**config.mk**
```make
export PLATFORM = sky130hd
export DESIGN_NAME = mux_pipe_reg
export DESIGN_NICKNAME = d
export VERILOG_FILES = /design/src/rtl/mux_pipe_pkg.sv /design/src/rtl/mux_pipe_stage.sv /design/src/rtl/mux_pipe_reg.sv
export SDC_FILE = /design/constraint.sdc
export NUM_CORES = 1
export LEC_CHECK = 0
export CORE_ASPECT_RATIO = 1.1
export CORE_MARGIN = 10
export CORE_UTILIZATION = 23
export DETAILED_ROUTE_END_ITERATION = 10
export DONT_BUFFER_PORTS = 1
export PLACE_DENSITY = 0.33
export SLEW_MARGIN = 0
export SYNTH_ARGS = -nofsm -noshare
export SYNTH_HDL_FRONTEND = slang
export SYNTH_SLANG_ARGS = --single-unit
```
**constraint.sdc**
```tcl
create_clock -name clk -period 0.85 [get_ports clk]
set_input_delay 0.1275 -clock clk [delete_from_list [all_inputs] [get_ports clk]]
set_output_delay 0.1275 -clock clk [all_outputs]
set_load 0.005 [all_outputs]
```
**src/rtl/mux_pipe_pkg.sv**
```systemverilog
// Shared helpers for the muxed pipeline register: select-width function and default data width.
package mux_pipe_pkg;

    localparam int unsigned DefaultWidth = 8;

    function automatic int unsigned sel_w(input int unsigned n);
        return (n <= 2) ? 1 : $clog2(n);
    endfunction

endpackage

```
**src/rtl/mux_pipe_stage.sv**
```systemverilog
// One data+valid pipeline register with rst > flush > en > hold priority.
module mux_pipe_stage #(
    parameter int unsigned       WIDTH   = 8,
    parameter logic [WIDTH-1:0]  RST_VAL = '0
) (
    input  logic             clk,
    input  logic             rst,
    input  logic             flush,
    input  logic             en,
    input  logic [WIDTH-1:0] d,
    input  logic             vld,
    output logic [WIDTH-1:0] q,
    output logic             q_vld
);

    always_ff @(posedge clk) begin
        if (rst || flush) begin
            q     <= RST_VAL;
            q_vld <= 1'b0;
        end else if (en) begin
            q     <= d;
            q_vld <= vld;
        end
    end

endmodule

```
**src/rtl/mux_pipe_reg.sv**
```systemverilog
// NUM_IN:1 select feeding a DEPTH-stage registered pipeline with valid, stall, flush and a
// sticky out-of-range select flag.
module mux_pipe_reg
    import mux_pipe_pkg::*;
#(
    parameter int unsigned       WIDTH   = DefaultWidth,
    parameter int unsigned       NUM_IN  = 2,
    parameter int unsigned       DEPTH   = 1,
    parameter logic [WIDTH-1:0]  RST_VAL = '0
) (
    input  logic                      clk,
    input  logic                      rst,
    input  logic                      en,
    input  logic                      flush,
    input  logic [sel_w(NUM_IN)-1:0]  sel,
    input  logic [NUM_IN*WIDTH-1:0]   d,
    input  logic                      in_valid,
    output logic [WIDTH-1:0]          q,
    output logic                      q_valid,
    output logic                      sel_err
);

    logic [31:0]      sel_ext;
    logic             sel_ok;
    logic [WIDTH-1:0] mux_out;
    logic [WIDTH-1:0] data_chain [DEPTH+1];
    logic             vld_chain  [DEPTH+1];
    logic             sel_err_q;

    assign sel_ext = 32'(sel);
    assign sel_ok  = (sel_ext < NUM_IN);

    // Out-of-range selects fall through to RST_VAL so a bubble carries a known value.
    always_comb begin
        mux_out = RST_VAL;
        for (int unsigned i = 0; i < NUM_IN; i++) begin
            if (sel_ext == i) begin
                mux_out = d[i*WIDTH +: WIDTH];
            end
        end
    end

    assign data_chain[0] = mux_out;
    assign vld_chain[0]  = in_valid && sel_ok;

    for (genvar k = 0; k < DEPTH; k++) begin : g_stage
        mux_pipe_stage #(
            .WIDTH   (WIDTH),
            .RST_VAL (RST_VAL)
        ) u_stage (
            .clk   (clk),
            .rst   (rst),
            .flush (flush),
            .en    (en),
            .d     (data_chain[k]),
            .vld   (vld_chain[k]),
            .q     (data_chain[k+1]),
            .q_vld (vld_chain[k+1])
        );
    end

    // Flush suppresses the error update as well, since the sample is dropped.
    always_ff @(posedge clk) begin
        if (rst) begin
            sel_err_q <= 1'b0;
        end else if (!flush && en && in_valid && !sel_ok) begin
            sel_err_q <= 1'b1;
        end
    end

    assign q       = data_chain[DEPTH];
    assign q_valid = vld_chain[DEPTH];
    assign sel_err = sel_err_q;

endmodule

```
==> impl_metrics.toml, run 1 <==
[timing]
setup_tns_ns = 0
setup_viol = 0
max_freq_mhz = 1326
hold_viol = 8
hold_slack_ns = -0.04753
rsz0062_at_grt = "no"
period_needed_ns = 0.7544
min_period_over_period = 0.8875
final_max_slew_viol_count = 0
fin_worst_skew_ns = 0

[die]
design.die.area_um2 = 3988
core_area_um2 = 1782
fp.dieH_um = 65.24
die_w_um = 61.13
rows = 16
ioPinCount = 32
initial_core_util = 0.2402

[layout]
antenna-diode-count = 0
layout_common_cells = "9 x mux2i_1, 9 x nor2_1, 9 x dfxtp_1"
finalNetCount = 66
area_growth_pct = 3.509
layout-drive-gt1-share = 0.1395
design_area_um2 = 442.9

[worst_setup_path]
worstPathMaxFanout = 2
required_ns = 0.72
timing.critical_path.to_type = "output pin"
cp_data_arrival_time_ns = 0.63
worstSetupPathType = "reg2out"
critPathLaunchType = "flip-flop"

[pwr]
peakVddDrop_mv = 0.6591
power_density_nw_per_um2 = 1941
p_total_mw = 0.8596
power_leakage_nw = 0.1798

[global_route]
grt_pass1_vias = 333
grt_max_degree = 18
gr-total-overflow = 0
antenna_found_initial = 0
grtUsageTotal = 0.05596
grt_pass1_wl_um = 1621

[synthesis]
ys_warn_count = 0
ys_seq_elements = 9
yosys.area_share.simple = 0.09357
syn_avg_cell_area_um2 = 10.19
synthAdderAreaFrac = 0
synth-xor-area-share = 0
syn_nets = 64
postSynthCellCount = 42
muxShareOfSynthArea = 0.2105
synth_area_um2 = 427.9
synth_top_family_by_area = "multiplexers"
seq_area_frac_synth = 0.4211
ys_types = 9
synth_compound_area_frac = 0.1520

[clock_tree]
clockBufferDepth = 2
clock_latency_ns = 0.26
clkTransAtPathRegs_ns = 0.07
clock_sinks = 9
cts_setup_buffers = 0
cts_root_buf = "clkbuf_4"
numCtsBuffers = 3
cts_resized = 0
cts_tree = "done"
h-tree-depth = 1

[place]
hpwl_um = 935.8
placed_cell_area_um2 = 416.7
portBuffers = 0
globalplace.congestion = 0.6164

[routing]
drt_pass1_iterations = 2
routedWlPerCell_um = 18.80
viasPerCell = 5.082
drt_iter0_drc = 2
vias = 310
routed_wl_um = 1147
ant_nets = 0
route.detailed.drc = 0

[job]
maxCapViolations = 0

[status]
violations = "negative hold slack"
status = "finished with violations"

[worst_hold_path]
min_path_type = "in2reg"
-- path summary, 6_finish.rpt --
kind                                         from                                    to  slack, ns  depth (start not counted)
max          g_stage[0].u_stage.q[4]$_SDFFE_PP0P_                                  q[4]        0.1                          0
min                                            en  g_stage[0].u_stage.q[1]$_SDFFE_PP0P_      -0.05                          1
max reg2reg  g_stage[0].u_stage.q[6]$_SDFFE_PP0P_  g_stage[0].u_stage.q[6]$_SDFFE_PP0P_       0.15                          2
min reg2reg  g_stage[0].u_stage.q[2]$_SDFFE_PP0P_  g_stage[0].u_stage.q[2]$_SDFFE_PP0P_       0.51                          2
-- Yosys cell counts --
master	count	area (um^2)
dfxtp_1	9	180.2
mux2i_1	9	90.09
nor2_1	9	33.78
a211oi_1	7	52.55
buf_6	3	33.78
buf_4	2	15.01
a211oi_2	1	12.51
conb_1	1	3.750
or2_0	1	6.260
-- logic make-up (layout without fill, tap and decap cells) --
logic type,count (synthesis),in the layout
other,1,1
flip-flops,9,9
multiplexers,9,9
AND/OR/NAND/NOR,10,10
buffers and inverters,5,6
AO/OA/AOI/OAI,8,8
-- through the flow --
| step | worst slack [ns] | cells | util |
|---|---|---|---|
| after floorplan | 0.1291 | 42 | - |
| after global placement | 0.09651 | 57 | 0.2338 |
| after CTS | 0.07451 | 61 | 0.2486 |
| after global routing | 0.06167 | 61 | 0.2486 |
| final | 0.09561 | 61 | 0.2486 |
| after detailed placement | 0.05602 | 57 | 0.2338 |
-- per-layer routing --
layer,vias to the layer above,wire length [um],GRT usage
met5,-,0,0
met4,0,0,0.03429
met3,0,158,0.03654
met2,20,524,0.08301
met1,142,464,0.05677
li1,148,-,-
-- flip-flops by register name, indices dropped and copies added, names as in the netlist --
signal / cells
g_stage.u_stage.q: 8
g_stage.u_stage.q_vld: 1
-- report_power, final --
group / switching, mW / total, mW / internal (mW)
registers: 0.0150 / 0.455 / 0.440
logic: 0.0285 / 0.0697 / 0.0412
clock network: 0.154 / 0.335 / 0.181
total: 0.197 / 0.860 / 0.662
-- area by class of cell --
class / count / area [um^2]
clock buffers: 4 / 26.28
fillers: 200 / 1339
multi-input cells: 28 / 198.9
flip-flops and latches: 9 / 180.2
well taps: 18 / 22.52
repair buffers: 2 / 15.01
No activity file was read; power rests on OpenSTA's default activity.
==> inputs of run 2 (changes only) <==
Settings changed: RECOVER_POWER from default to 25.
==> results of run 2 <==
Final layout, timing and power as in run 1 (identical DEF).
==> inputs of run 3 (changes only) <==
Settings changed: CORE_ASPECT_RATIO 1.1 to 0.9.
==> run 3 against run 2 <==
Net effect: the flow still finishes with violations (negative hold slack); sequential power about the same; register-to-register slack about the same; cell count increased by 8.2%; first-iteration DRC count increased to 2.5 times the previous value; utilization increased by 0.94 points; sequential share of layout area unchanged; highest routed layer unchanged; combinational power decreased by 3.6%; non-clock buffer count decreased by 1; largest cell class unchanged.
==> impl_metrics.toml, run 3 (synthesis gave the netlist of run 1 again) <==
[timing]
hold_viol = 8
hold_slack_ns = -0.04469
rsz0062_at_grt = "no"
setup_tns_ns = 0
final_max_slew_viol_count = 0
fin_worst_skew_ns = 0
max_freq_mhz = 1333
min_period_over_period = 0.8823
setup_viol = 0
period_needed_ns = 0.7499

[place]
globalplace.congestion = 0.6121
portBuffers = 0
placed_cell_area_um2 = 416.7

[routing]
route.detailed.drc = 0
vias = 311
routedWlPerCell_um = 17.91
viasPerCell = 4.712
routed_wl_um = 1182
drt_pass1_iterations = 2
ant_nets = 0
drt_iter0_drc = 5

[clock_tree]
clkTransAtPathRegs_ns = 0.06
clock_latency_ns = 0.26
numCtsBuffers = 3
cts_root_buf = "clkbuf_4"
clockBufferDepth = 2
h-tree-depth = 1
cts_setup_buffers = 0
cts_resized = 0
clock_sinks = 9
cts_tree = "done"

[worst_hold_path]
min_path_type = "in2reg"
hold_start = "en"

[worst_setup_path]
critPathLaunchType = "flip-flop"
cp-startpoint = "g_stage[0].u_stage.q[6]$_SDFFE_PP0P_"
worstSetupPathType = "reg2out"
r2r_start = "g_stage[0].u_stage.q[6]$_SDFFE_PP0P_"
worstPathMaxFanout = 2
timing.critical_path.to_type = "output pin"
required_ns = 0.72
r2r_slack_ns = 0.14
cp_data_arrival_time_ns = 0.62

[layout]
largest_register_ffs = 8
nFillCells = 211
finalNetCount = 65
antenna-diode-count = 0
layout_common_cells = "9 x mux2i_1, 9 x nor2_1, 9 x dfxtp_1"
design_area_um2 = 442.9
regMostFlops = "g_stage.u_stage.q"
reg.largest.list = "g_stage.u_stage.q x8, g_stage.u_stage.q_vld x1"
layout-drive-gt1-share = 0.1190
area_growth_pct = 3.509

[die]
design.die.area_um2 = 3988
fp.dieH_um = 60.92
ioPinCount = 32
die_w_um = 65.47
initial_core_util = 0.2493
rows = 14
core_area_um2 = 1717

[global_route]
gr-total-overflow = 0
grt_pass1_wl_um = 1766
grtUsageTotal = 0.06160
grt_pass1_vias = 328
grt_max_degree = 18
antenna_found_initial = 0

[pwr]
power_leakage_nw = 0.1753
power_density_nw_per_um2 = 1919
peakVddDrop_mv = 0.6983

[status]
status = "finished with violations"
violations = "negative hold slack"

[job]
maxCapViolations = 0
-- run 3: worst paths after layout --
| path | endpoint | cells after the start |
|---|---|---|
| hold reg to reg | g_stage[0].u_stage.q[7]$_SDFFE_PP0P_ | 2 |
| setup reg to reg | g_stage[0].u_stage.q[6]$_SDFFE_PP0P_ | 2 |
| setup / recovery | q[6] | 0 |
| hold / removal | g_stage[0].u_stage.q[4]$_SDFFE_PP0P_ | 1 |
-- run 3: area by class of cell --
cell class	count	area, um^2	share of cell area
clock buffers	4	26.28	0.05932
multi-input cells	28	198.9	0.4492
flip-flops and latches	9	180.2	0.4068
well taps	24	30.03	0.06780
repair buffers	1	7.507	0.01695
-- run 3: layer usage --
metal	vias to the layer above	part of all wire	GRT usage
met1	145	0.40	0.06148
met2	20	0.48	0.09597
li1	146	-	-
met5	-	0	0
met3	0	0.12	0.05709
met4	0	0	0.009146
-- run 3: power by group --
| part | leakage (nW) | switching (mW) | internal (mW) |
|---|---|---|---|
| Combinational | 0.0867 | 0.0289 | 0.0383 |
| Clock | 0.0150 | 0.146 | 0.181 |
| Sequential | 0.0737 | 0.0157 | 0.441 |
-- run 3: metrics by stage --
| stage | utilization | setup WS (ns) | power, mW | cells |
|---|---|---|---|---|
| CTS | 0.2580 | 0.08339 | 0.8713 | 66 |
| finish | 0.2580 | 0.1001 | 0.8498 | 66 |
| global placement | 0.2427 | 0.09988 | 0.5300 | 62 |
| floorplan | - | 0.1291 | 0.5533 | 42 |
| global route | 0.2580 | 0.06162 | 0.9027 | 66 |
| detailed placement | 0.2427 | 0.07325 | 0.5350 | 62 |
